$ cat config.mk
export PLATFORM = sky130hd
export DESIGN_NAME = play_judge
export DESIGN_NICKNAME = d
export VERILOG_FILES = /design/src/rtl/play_judge.sv
export SDC_FILE = /design/constraint.sdc
export NUM_CORES = 1
export LEC_CHECK = 0
export ABC_AREA = 1
export BUFFER_PORTS_ARGS = -buffer_cell sky130_fd_sc_hd__buf_2
export CAP_MARGIN = 20
export CORE_ASPECT_RATIO = 0.75
export CORE_MARGIN = 2
export CORE_UTILIZATION = 40
export CTS_CLUSTER_DIAMETER = 100
export CTS_CLUSTER_SIZE = 25
export DETAILED_ROUTE_END_ITERATION = 8
export HOLD_SLACK_MARGIN = 0.15
export PLACE_DENSITY_LB_ADDON = 0.1
export SLEW_MARGIN = 0
export SYNTH_ARGS = -nofsm -noshare
export SYNTH_HDL_FRONTEND = slang
export SYNTH_SLANG_ARGS = --single-unit
$ cat constraint.sdc
create_clock -name clk -period 11 [get_ports clk]
set_clock_uncertainty 0.05 [all_clocks]
set_input_delay 1.65 -clock clk [delete_from_list [all_inputs] [get_ports clk]]
set_output_delay 1.65 -clock clk [all_outputs]
set_load 0.01 [all_outputs]
$ cat src/rtl/play_judge.sv
// -----------------------------------------------------------------------------
// play_judge
//
// This is the gameplay engine for the minesweeper core. It sits on the far
// side of the screen-state handshake. The screen state machine drives
// screen_state_i. This block returns a registered play_end_o verdict, which
// the screen state machine waits on during GAME_PLAY.
//
// State owned here:
//   - 8x8 mine map. It is built during GAME_MAP_GEN with one LFSR-addressed
//     placement per cycle.
//   - Cursor.
//   - Revealed map.
//   - Mine and revealed-cell counters.
//   - Win/lose verdict.
//
// Ports:
//   clk              system clock
//   rst_n            asynchronous, active-low reset
//   screen_state_i   current screen state (GAME_* encodings below)
//   up_i/down_i      single-cycle pulses, move cursor y-1 / y+1
//   left_i/right_i   single-cycle pulses, move cursor x-1 / x+1
//   mid_i            single-cycle pulse, reveal the cell under the cursor
//   rd_addr_i        display read address {y[2:0], x[2:0]}
//   rd_cell_o        {mine, revealed, neighbour_count[3:0]}, combinational
//   cursor_o         cursor {y, x}
//   mine_count_o     distinct mines placed, 0..63
//   revealed_count_o safe cells revealed, 0..63
//   play_end_o       [1] victory, [0] fail; registered, never 2'b11
// -----------------------------------------------------------------------------
module play_judge #(
    parameter logic [5:0] LFSR_SEED = 6'h01
) (
    input  logic       clk,
    input  logic       rst_n,
    input  logic [2:0] screen_state_i,
    input  logic       up_i,
    input  logic       down_i,
    input  logic       left_i,
    input  logic       right_i,
    input  logic       mid_i,
    input  logic [5:0] rd_addr_i,
    output logic [5:0] rd_cell_o,
    output logic [5:0] cursor_o,
    output logic [6:0] mine_count_o,
    output logic [6:0] revealed_count_o,
    output logic [1:0] play_end_o
);

    // Screen state encodings shared with the screen state machine.
    localparam logic [2:0] GAME_START   = 3'd0;
    localparam logic [2:0] GAME_MAP_GEN = 3'd1;
    localparam logic [2:0] GAME_PLAY    = 3'd2;
    localparam logic [2:0] GAME_VICTORY = 3'd3;
    localparam logic [2:0] GAME_FAIL    = 3'd4;

    logic [5:0]  lfsr_reg;
    logic [5:0]  lfsr_next;
    logic [63:0] mine_reg;
    logic [63:0] revealed_reg;
    logic [2:0]  cur_x_reg;
    logic [2:0]  cur_y_reg;
    logic [6:0]  mine_count_reg;
    logic [6:0]  revealed_count_reg;
    logic [1:0]  play_end_reg;

    logic [5:0]  cur_addr;
    logic [6:0]  safe_total;

    // Maximal-length 6-bit LFSR. Zero is never reached, so cell 0 is never
    // mined and always works as a safe first reveal.
    assign lfsr_next  = {lfsr_reg[4:0], lfsr_reg[5] ^ lfsr_reg[4]};
    assign cur_addr   = {cur_y_reg, cur_x_reg};
    assign safe_total = 7'd64 - mine_count_reg;

    always_ff @(posedge clk or negedge rst_n) begin
        if (!rst_n) begin
            lfsr_reg           <= LFSR_SEED;
            mine_reg           <= '0;
            revealed_reg       <= '0;
            cur_x_reg          <= '0;
            cur_y_reg          <= '0;
            mine_count_reg     <= '0;
            revealed_count_reg <= '0;
            play_end_reg       <= '0;
        end else begin
            // The LFSR free-runs in every state.
            lfsr_reg <= lfsr_next;

            case (screen_state_i)
                GAME_START: begin
                    mine_reg           <= '0;
                    revealed_reg       <= '0;
                    cur_x_reg          <= '0;
                    cur_y_reg          <= '0;
                    mine_count_reg     <= '0;
                    revealed_count_reg <= '0;
                    play_end_reg       <= '0;
                end

                GAME_MAP_GEN: begin
                    // A duplicate placement is harmless. The counter tracks
                    // only distinct mines.
                    mine_reg[lfsr_reg] <= 1'b1;
                    if (!mine_reg[lfsr_reg]) begin
                        mine_count_reg <= mine_count_reg + 7'd1;
                    end
                end

                GAME_PLAY: begin
                    if (play_end_reg == 2'b00) begin
                        // The reveal uses the cursor as it was before this
                        // cycle's move.
                        if (mid_i && !revealed_reg[cur_addr]) begin
                            revealed_reg[cur_addr] <= 1'b1;
                            if (mine_reg[cur_addr]) begin
                                play_end_reg <= 2'b01;
                            end else begin
                                revealed_count_reg <= revealed_count_reg + 7'd1;
                                if (revealed_count_reg + 7'd1 == safe_total) begin
                                    play_end_reg <= 2'b10;
                                end
                            end
                        end

                        // Only one move per cycle: up > down > left > right.
                        // Moves saturate at the board edges.
                        if (up_i) begin
                            if (cur_y_reg != 3'd0) cur_y_reg <= cur_y_reg - 3'd1;
                        end else if (down_i) begin
                            if (cur_y_reg != 3'd7) cur_y_reg <= cur_y_reg + 3'd1;
                        end else if (left_i) begin
                            if (cur_x_reg != 3'd0) cur_x_reg <= cur_x_reg - 3'd1;
                        end else if (right_i) begin
                            if (cur_x_reg != 3'd7) cur_x_reg <= cur_x_reg + 3'd1;
                        end
                    end
                end

                GAME_VICTORY, GAME_FAIL: begin
                    // Hold the final board for the end screen.
                end

                default: begin
                end
            endcase
        end
    end

    // Neighbour count for the display read port. For each of the 3x3
    // offsets, the coordinate is widened to 4 bits. This way both -1 and 8
    // land with bit 3 set, which marks the neighbour as off-map.
    logic [2:0] rd_x;
    logic [2:0] rd_y;
    logic [8:0] nb_hit;
    logic [3:0] nb_count;

    assign rd_x = rd_addr_i[2:0];
    assign rd_y = rd_addr_i[5:3];

    genvar gi;
    generate
        for (gi = 0; gi < 9; gi++) begin : g_nb
            localparam int DY = (gi / 3) - 1;
            localparam int DX = (gi % 3) - 1;
            if (gi == 4) begin : g_self
                // The cell's own mine bit does not contribute.
                assign nb_hit[gi] = 1'b0;
            end else begin : g_other
                logic [3:0] ny;
                logic [3:0] nx;
                assign ny = {1'b0, rd_y} + 4'(DY);
                assign nx = {1'b0, rd_x} + 4'(DX);
                assign nb_hit[gi] = ~ny[3] & ~nx[3] & mine_reg[{ny[2:0], nx[2:0]}];
            end
        end
    endgenerate

    always_comb begin
        nb_count = 4'd0;
        for (int i = 0; i < 9; i++) begin
            nb_count = nb_count + {3'b000, nb_hit[i]};
        end
    end

    assign rd_cell_o        = {mine_reg[rd_addr_i], revealed_reg[rd_addr_i], nb_count};
    assign cursor_o         = cur_addr;
    assign mine_count_o     = mine_count_reg;
    assign revealed_count_o = revealed_count_reg;
    assign play_end_o       = play_end_reg;

endmodule

==> results.yml, run 1 <==
final_layout:
  drive_gt1_frac: 0.0892
  diodes: 0
  mostFrequentLayoutCell: "nand2_1"
  nFillCells: 3175
  final_cell_mix: "700 x nand2_1, 184 x o21ai_0, 157 x inv_1, 154 x dfrtp_1, 140 x nand3_1"
  nets: 1896
  fin_area_sq_mm: 0.0131
  fin_util: 0.435
  syn2layout_area_growth_pct: 7.34
synthesis:
  synth_area_sq_mm: 0.0122
  syn-num-nets: 1929
  synth-edff-count: 0
  synth-seq-cells: 156
  ys.flop_type: "dfrtp_1"
  synth_cells: 1893
  yosysWarnings: 0
  yosysSeqAreaShare: 0.320
  avgSynthCellArea_sq_um: 6.45
  synthArstFlopShare: 1.00
  ys_types: 40
timing:
  timing.hold.ws_ps: 387
  relSlewSlack: 0.245
  worstMarginPinSlew_ps: 1130
  hold_violations: 0
  min_period_ps: 9160
  finalSetupViolations: 0
  grt_setup_unrepaired: "no"
  slew_viol_final: 0
  finalSetupTns_ps: 0
  max_freq_ghz: 0.109
  min_period_over_period: 0.832
worst_setup_path:
  crit_fanout: 33
  path_class: "input port to output pin"
  cp.required_ps: 9300
  start_kind: "input port"
  end_kind: "output pin"
  crit_arrival_ps: 7460
power_and_ir_drop:
  design_power_total_uw: 1720
  ir_drop_mv: 0.108
  cellLeakagePower_uw: 0.00619
  power_density_mw_per_mm2: 131
clock_network:
  h-tree-depth: 4
  insertion_delay_ps: 460
  cts_buffers: 17
  cts_sinks: 156
  cts-hold-fix-buffers: 0
  cts_tree: "yes"
  cts_root_buf: "clkbuf_16"
  post_cts_buffers: 0
  cts_resized: 0
  clock_path_buffers: 2
  clkTransAtPathRegs_ps: 80
die:
  die_area_sq_mm: 0.0320
  initial_core_util: 0.405
  die_h_um: 155
  io-pin-count: 44
  fp.dieW_um: 206
  core_area_sq_mm: 0.0301
  num_rows: 55
grt:
  grt_max_degree: 97
  grt_pass1_wl_mm: 70.0
  grt_pass1_vias: 11612
  grtUsageTotal: 0.285
  antenna_found_initial: 0
  grt.overflow.total: 0
route:
  postRouteAntennaNets: 0
  wire_per_inst_um: 19.7
  vias: 12803
  firstDrtPassIters: 5
  drt_iter0_drc: 1532
  vias_per_cell: 5.64
  totalWireLength_mm: 44.8
  drc_errors: 0
run:
  cap_violations: 0
worst_hold_path:
  hold_class: "flop to flop"
outcome:
  outcome: "completed"
place:
  placed_cell_area_sq_mm: 0.0125
  gp_congestion: 0.897
  port_buffers: 43
  dpl.hpwl_mm: 30.3
[through the flow]
step / worst slack (ps) / instances
after floorplan: 3190 / 1893
after global placement: 2060 / 2240
after detailed placement: 1920 / 2240
after CTS: 1910 / 2272
after global routing: 1380 / 2272
final: 1840 / 2272
[Yosys cell counts (6+ instances only)]
cell	instances	area (sq um)
nand2_1	700	2630
o21ai_0	184	921
inv_1	157	589
dfrtp_1	155	3880
nand3_1	140	701
nor2_1	103	387
o22ai_1	75	469
a21oi_1	67	335
o21ai_2	64	561
clkbuf_1	52	195
o211ai_1	34	255
buf_2	20	100
buf_6	15	169
ha_1	14	175
xor2_1	14	123
nand4_1	12	75.1
nor3_1	12	60.1
buf_1	11	41.3
buf_4	11	82.6
xnor2_1	11	96.3
clkinv_1	6	22.5
fa_1	6	120
[critical path: stages]
cell	delay, ps
buf_2	510
inv_1	130
ha_1	960
inv_1	690
nand2_1	220
nand3_1	110
nand3_1	120
o21ai_0	140
nand2_1	110
nand3_1	80
nand2_1	80
nand3_1	90
fa_1	520
fa_1	540
inv_1	50
fa_1	530
ha_1	160
inv_1	60
fa_1	370
xnor2_1	140
buf_2	150
[area by class of cell]
cell class | instances | area (sq um) | area share
Multi-Input combinational cell | 1463 | 7120 | 0.543
Sequential cell | 156 | 3910 | 0.298
Inverter | 165 | 622 | 0.0474
Tap cell | 399 | 499 | 0.0381
Clock buffer | 17 | 425 | 0.0324
Timing Repair Buffer | 57 | 329 | 0.0251
Clock inverter | 15 | 218 | 0.0166
[final timing paths]
check,from,end,slack [ps],cells past startpoint
hold reg to reg,lfsr_reg[1],lfsr_reg[2],390,0
hold / removal,lfsr_reg[1],lfsr_reg[2],390,0
max in group asynchronous,rst_n,mine_reg[39],8300,2
min in group asynchronous,rst_n,mine_count_o[0],1260,1
setup reg to reg,cur_x_reg[2],revealed_reg[16],6750,14
setup / recovery,rd_addr_i[1],rd_cell_o[2],1840,21
[layer usage]
metal  share of wire  GRT usage  wire length, um
met5               0          0                0
met4           0.013     0.0554              578
met3           0.094     0.0511             4210
met2            0.40      0.399            18000
met1            0.49      0.453            22000
[logic make-up after synthesis]
kind of cell,after synthesis,share of synthesized area
flip-flops,156,0.320
adder cells (fa/ha/maj),20,0.0242
AND/OR/NAND/NOR,979,0.321
XOR/XNOR,25,0.0179
buffers and inverters,274,0.0990
multiplexers,4,0.00328
AO/OA/AOI/OAI,435,0.215
[power breakdown]
part | leakage (uW) | switching [uW] | internal (uW) | total, uW
Combinational | 0.00371 | 324 | 136 | 460
Sequential | 0.00217 | 9.11 | 580 | 589
Clock | 0.000315 | 297 | 370 | 668
Total | 0.00619 | 630 | 1090 | 1720
No activity file was read; power rests on OpenSTA's default activity.
==> run 2, diff against run 1 <==
ABC_AREA = 0   (was 1)
clock period = 8.9 ns   (was 11 ns; I/O delays follow)
==> run 2 against run 1 <==
Compared with the run above: total power grew 25%; highest routed layer unchanged; cell count shrank 35%; critical path type unchanged; utilization grew 1.0 points; wire length shrank 14%; sequential power grew 35%; design area shrank 8.1%; combinational power grew 24%.
==> results.yml, run 2 <==
synthesis:
  synth_cells: 1116
  synth_area_sq_mm: 0.0111
  synthArstFlopShare: 1.00
  synth_most_common_cell: "dfrtp_1"
  avgSynthCellArea_sq_um: 9.92
  synth-seq-cells: 156
  ys.flop_type: "dfrtp_1"
  yosysTopAreaCellShare: 0.350
  synth-edff-count: 0
  synth_area_leaders: "dfrtp_1 35%, mux4_2 13%, mux2i_1 5.3%"
  yosysWarnings: 0
  ys_types: 74
  yosysSeqAreaShare: 0.353
  netlist.top_cell.by_area: "dfrtp_1"
  synth_common_cells: "155 x dfrtp_1, 116 x nand2_1, 113 x nor2_1"
  syn-num-nets: 1152
grt:
  grt_pass1_wl_mm: 59.4
  grt_pass1_vias: 9114
  grt_max_degree: 90
  grtUsageTotal: 0.273
  grt.overflow.total: 0
  antenna_found_initial: 0
clock_network:
  cts_tree: "yes"
  cts_resized: 0
  post_cts_buffers: 0
  h-tree-depth: 4
  cts_sinks: 156
  cts_buffers: 17
  cts-hold-fix-buffers: 0
  clkTransAtPathRegs_ps: 70
  clock_path_buffers: 2
  cts_root_buf: "clkbuf_16"
  insertion_delay_ps: 450
route:
  postRouteAntennaNets: 0
  dr_wl_met2_mm: 15.7
  wl_met1_mm: 18.8
  topRoutingLayerUsed: "met4"
  firstDrtPassIters: 5
  drc_errors: 0
  wire_per_inst_um: 26.2
  totalWireLength_mm: 38.5
  drt_iter0_drc: 1033
  vias_per_cell: 6.55
  wl_met3_mm: 3.49
  vias: 9603
timing:
  hold_violations: 0
  max_freq_ghz: 0.130
  finalSetupViolations: 0
  timing.hold.ws_ps: 325
  worstMarginPinSlew_ps: 1160
  slew_viol_final: 0
  finalSetupTns_ps: 0
  grt_setup_unrepaired: "no"
  min_period_ps: 7710
  min_period_over_period: 0.866
  relSlewSlack: 0.224
die:
  io-pin-count: 44
  core_area_sq_mm: 0.0271
  initial_core_util: 0.409
  fp.dieW_um: 196
  num_rows: 52
  die_h_um: 148
  die_area_sq_mm: 0.0290
worst_hold_path:
  hold_end: "lfsr_reg[2]"
  hp-start: "lfsr_reg[1]"
  whs_path_depth: 0
  hold_class: "flop to flop"
final_layout:
  nFillCells: 2586
  nets: 1139
  seq_area_sq_mm: 0.00391
  final_cell_mix: "154 x dfrtp_1, 116 x nand2_1, 111 x nor2_1, 96 x o21ai_0, 63 x mux4_2"
  diodes: 0
  multi_input_area_sq_mm: 0.00662
  mostFrequentLayoutCell: "dfrtp_1"
  syn2layout_area_growth_pct: 8.95
  drive_gt1_frac: 0.195
worst_setup_path:
  start_kind: "input port"
  rr_endpoint: "revealed_count_o[6]"
  r2r_cells: 9
  cp.required_ps: 7520
  end_kind: "output pin"
  crit_fanout: 9
  r2r_setup_slack_ps: 4530
  r2r_start: "cur_x_reg[1]"
  path_class: "input port to output pin"
  crit_arrival_ps: 6320
place:
  dpl.hpwl_mm: 25.5
  gp_congestion: 0.904
  port_buffers: 43
power_and_ir_drop:
  cellLeakagePower_uw: 0.00500
  power_density_mw_per_mm2: 179
  ir_drop_mv: 0.133
run:
  cap_violations: 0
outcome:
  outcome: "completed"
run 2: changes by cell type after synthesis, sizes merged, moves of 36 or more:
| cell | before | now |
|---|---|---|
| mux4 | 0 | 63 |
| mux2i | 4 | 59 |
| o21ai | 252 | 100 |
| nand3 | 140 | 26 |
| nand2 | 704 | 116 |
| inv | 159 | 23 |
| a21oi | 67 | 31 |
| o22ai | 75 | 22 |
| a41oi | 0 | 62 |
| mux2 | 0 | 53 |
run 2: critical path: stages:
cell     delay [ps]
buf_4           110
inv_1            60
ha_1            180
xor2_2          670
mux4_2          410
mux2_2          290
nor2_1           90
a21oi_1          70
mux4_2          490
nand3_1         120
fa_1            440
fa_1            540
inv_1            50
fa_1            530
ha_1            160
inv_1            50
fa_1            370
xnor2_1         160
buf_2           150
run 2: metal layers:
metal | global-route usage | up-vias
met2 | 0.363 | 469
met5 | 0 | -
li1 | - | 4199
met1 | 0.434 | 4894
met3 | 0.0748 | 41
met4 | 0.0561 | 0
run 2: layout make-up:
class	instances	share of cell area
flip-flops and latches	156	0.324
repair buffers	62	0.0324
clock inverters	14	0.0144
multi-input cells	843	0.549
clock buffers	18	0.0364
inverters	23	0.00716
well taps	351	0.0364
run 2: logic make-up (layout without fill, tap and decap cells):
kind of cell               Yosys count  after routing  share of synthesized area
and+or+nand+nor                    339            339                      0.138
buffers and inverters              117            117                     0.0503
AOI/OAI and AO/OA                  285            285                      0.175
DFF                                156            156                      0.353
muxes                              175            175                      0.236
adders and majority gates           20             20                     0.0267
xor gates and xnor gates            24             24                     0.0214
run 2: how the worst max path moves through the flow:
stage	to	from	depth (start not counted)	slack, ps
global placement	rd_cell_o[2]	rd_addr_i[0]	17	1130
CTS	rd_cell_o[2]	rd_addr_i[0]	17	1070
floorplan	rd_cell_o[2]	rd_addr_i[0]	21	800
global route	rd_cell_o[2]	rd_addr_i[0]	19	850
finish	rd_cell_o[2]	rd_addr_i[0]	19	1190
detailed placement	rd_cell_o[2]	rd_addr_i[0]	17	1070
run 2: power by group:
group	leakage, uW	switching (uW)	internal, uW
Combinational	0.00256	366	203
Clock	0.000291	356	432
Sequential	0.00215	60.1	736
Total	0.00500	782	1370
run 2: per-stage QoR:
stage                util  std cells  area [sq um]  setup slack (ps)  total power [uW]
floorplan               -       1116         11100               800              1190
global placement    0.421       1433         11400              1130              1370
detailed placement  0.421       1433         11400              1070              1360
CTS                 0.444       1465         12000              1070              2150
global route        0.445       1467         12100               847              2250
finish              0.445       1467         12100              1190              2150
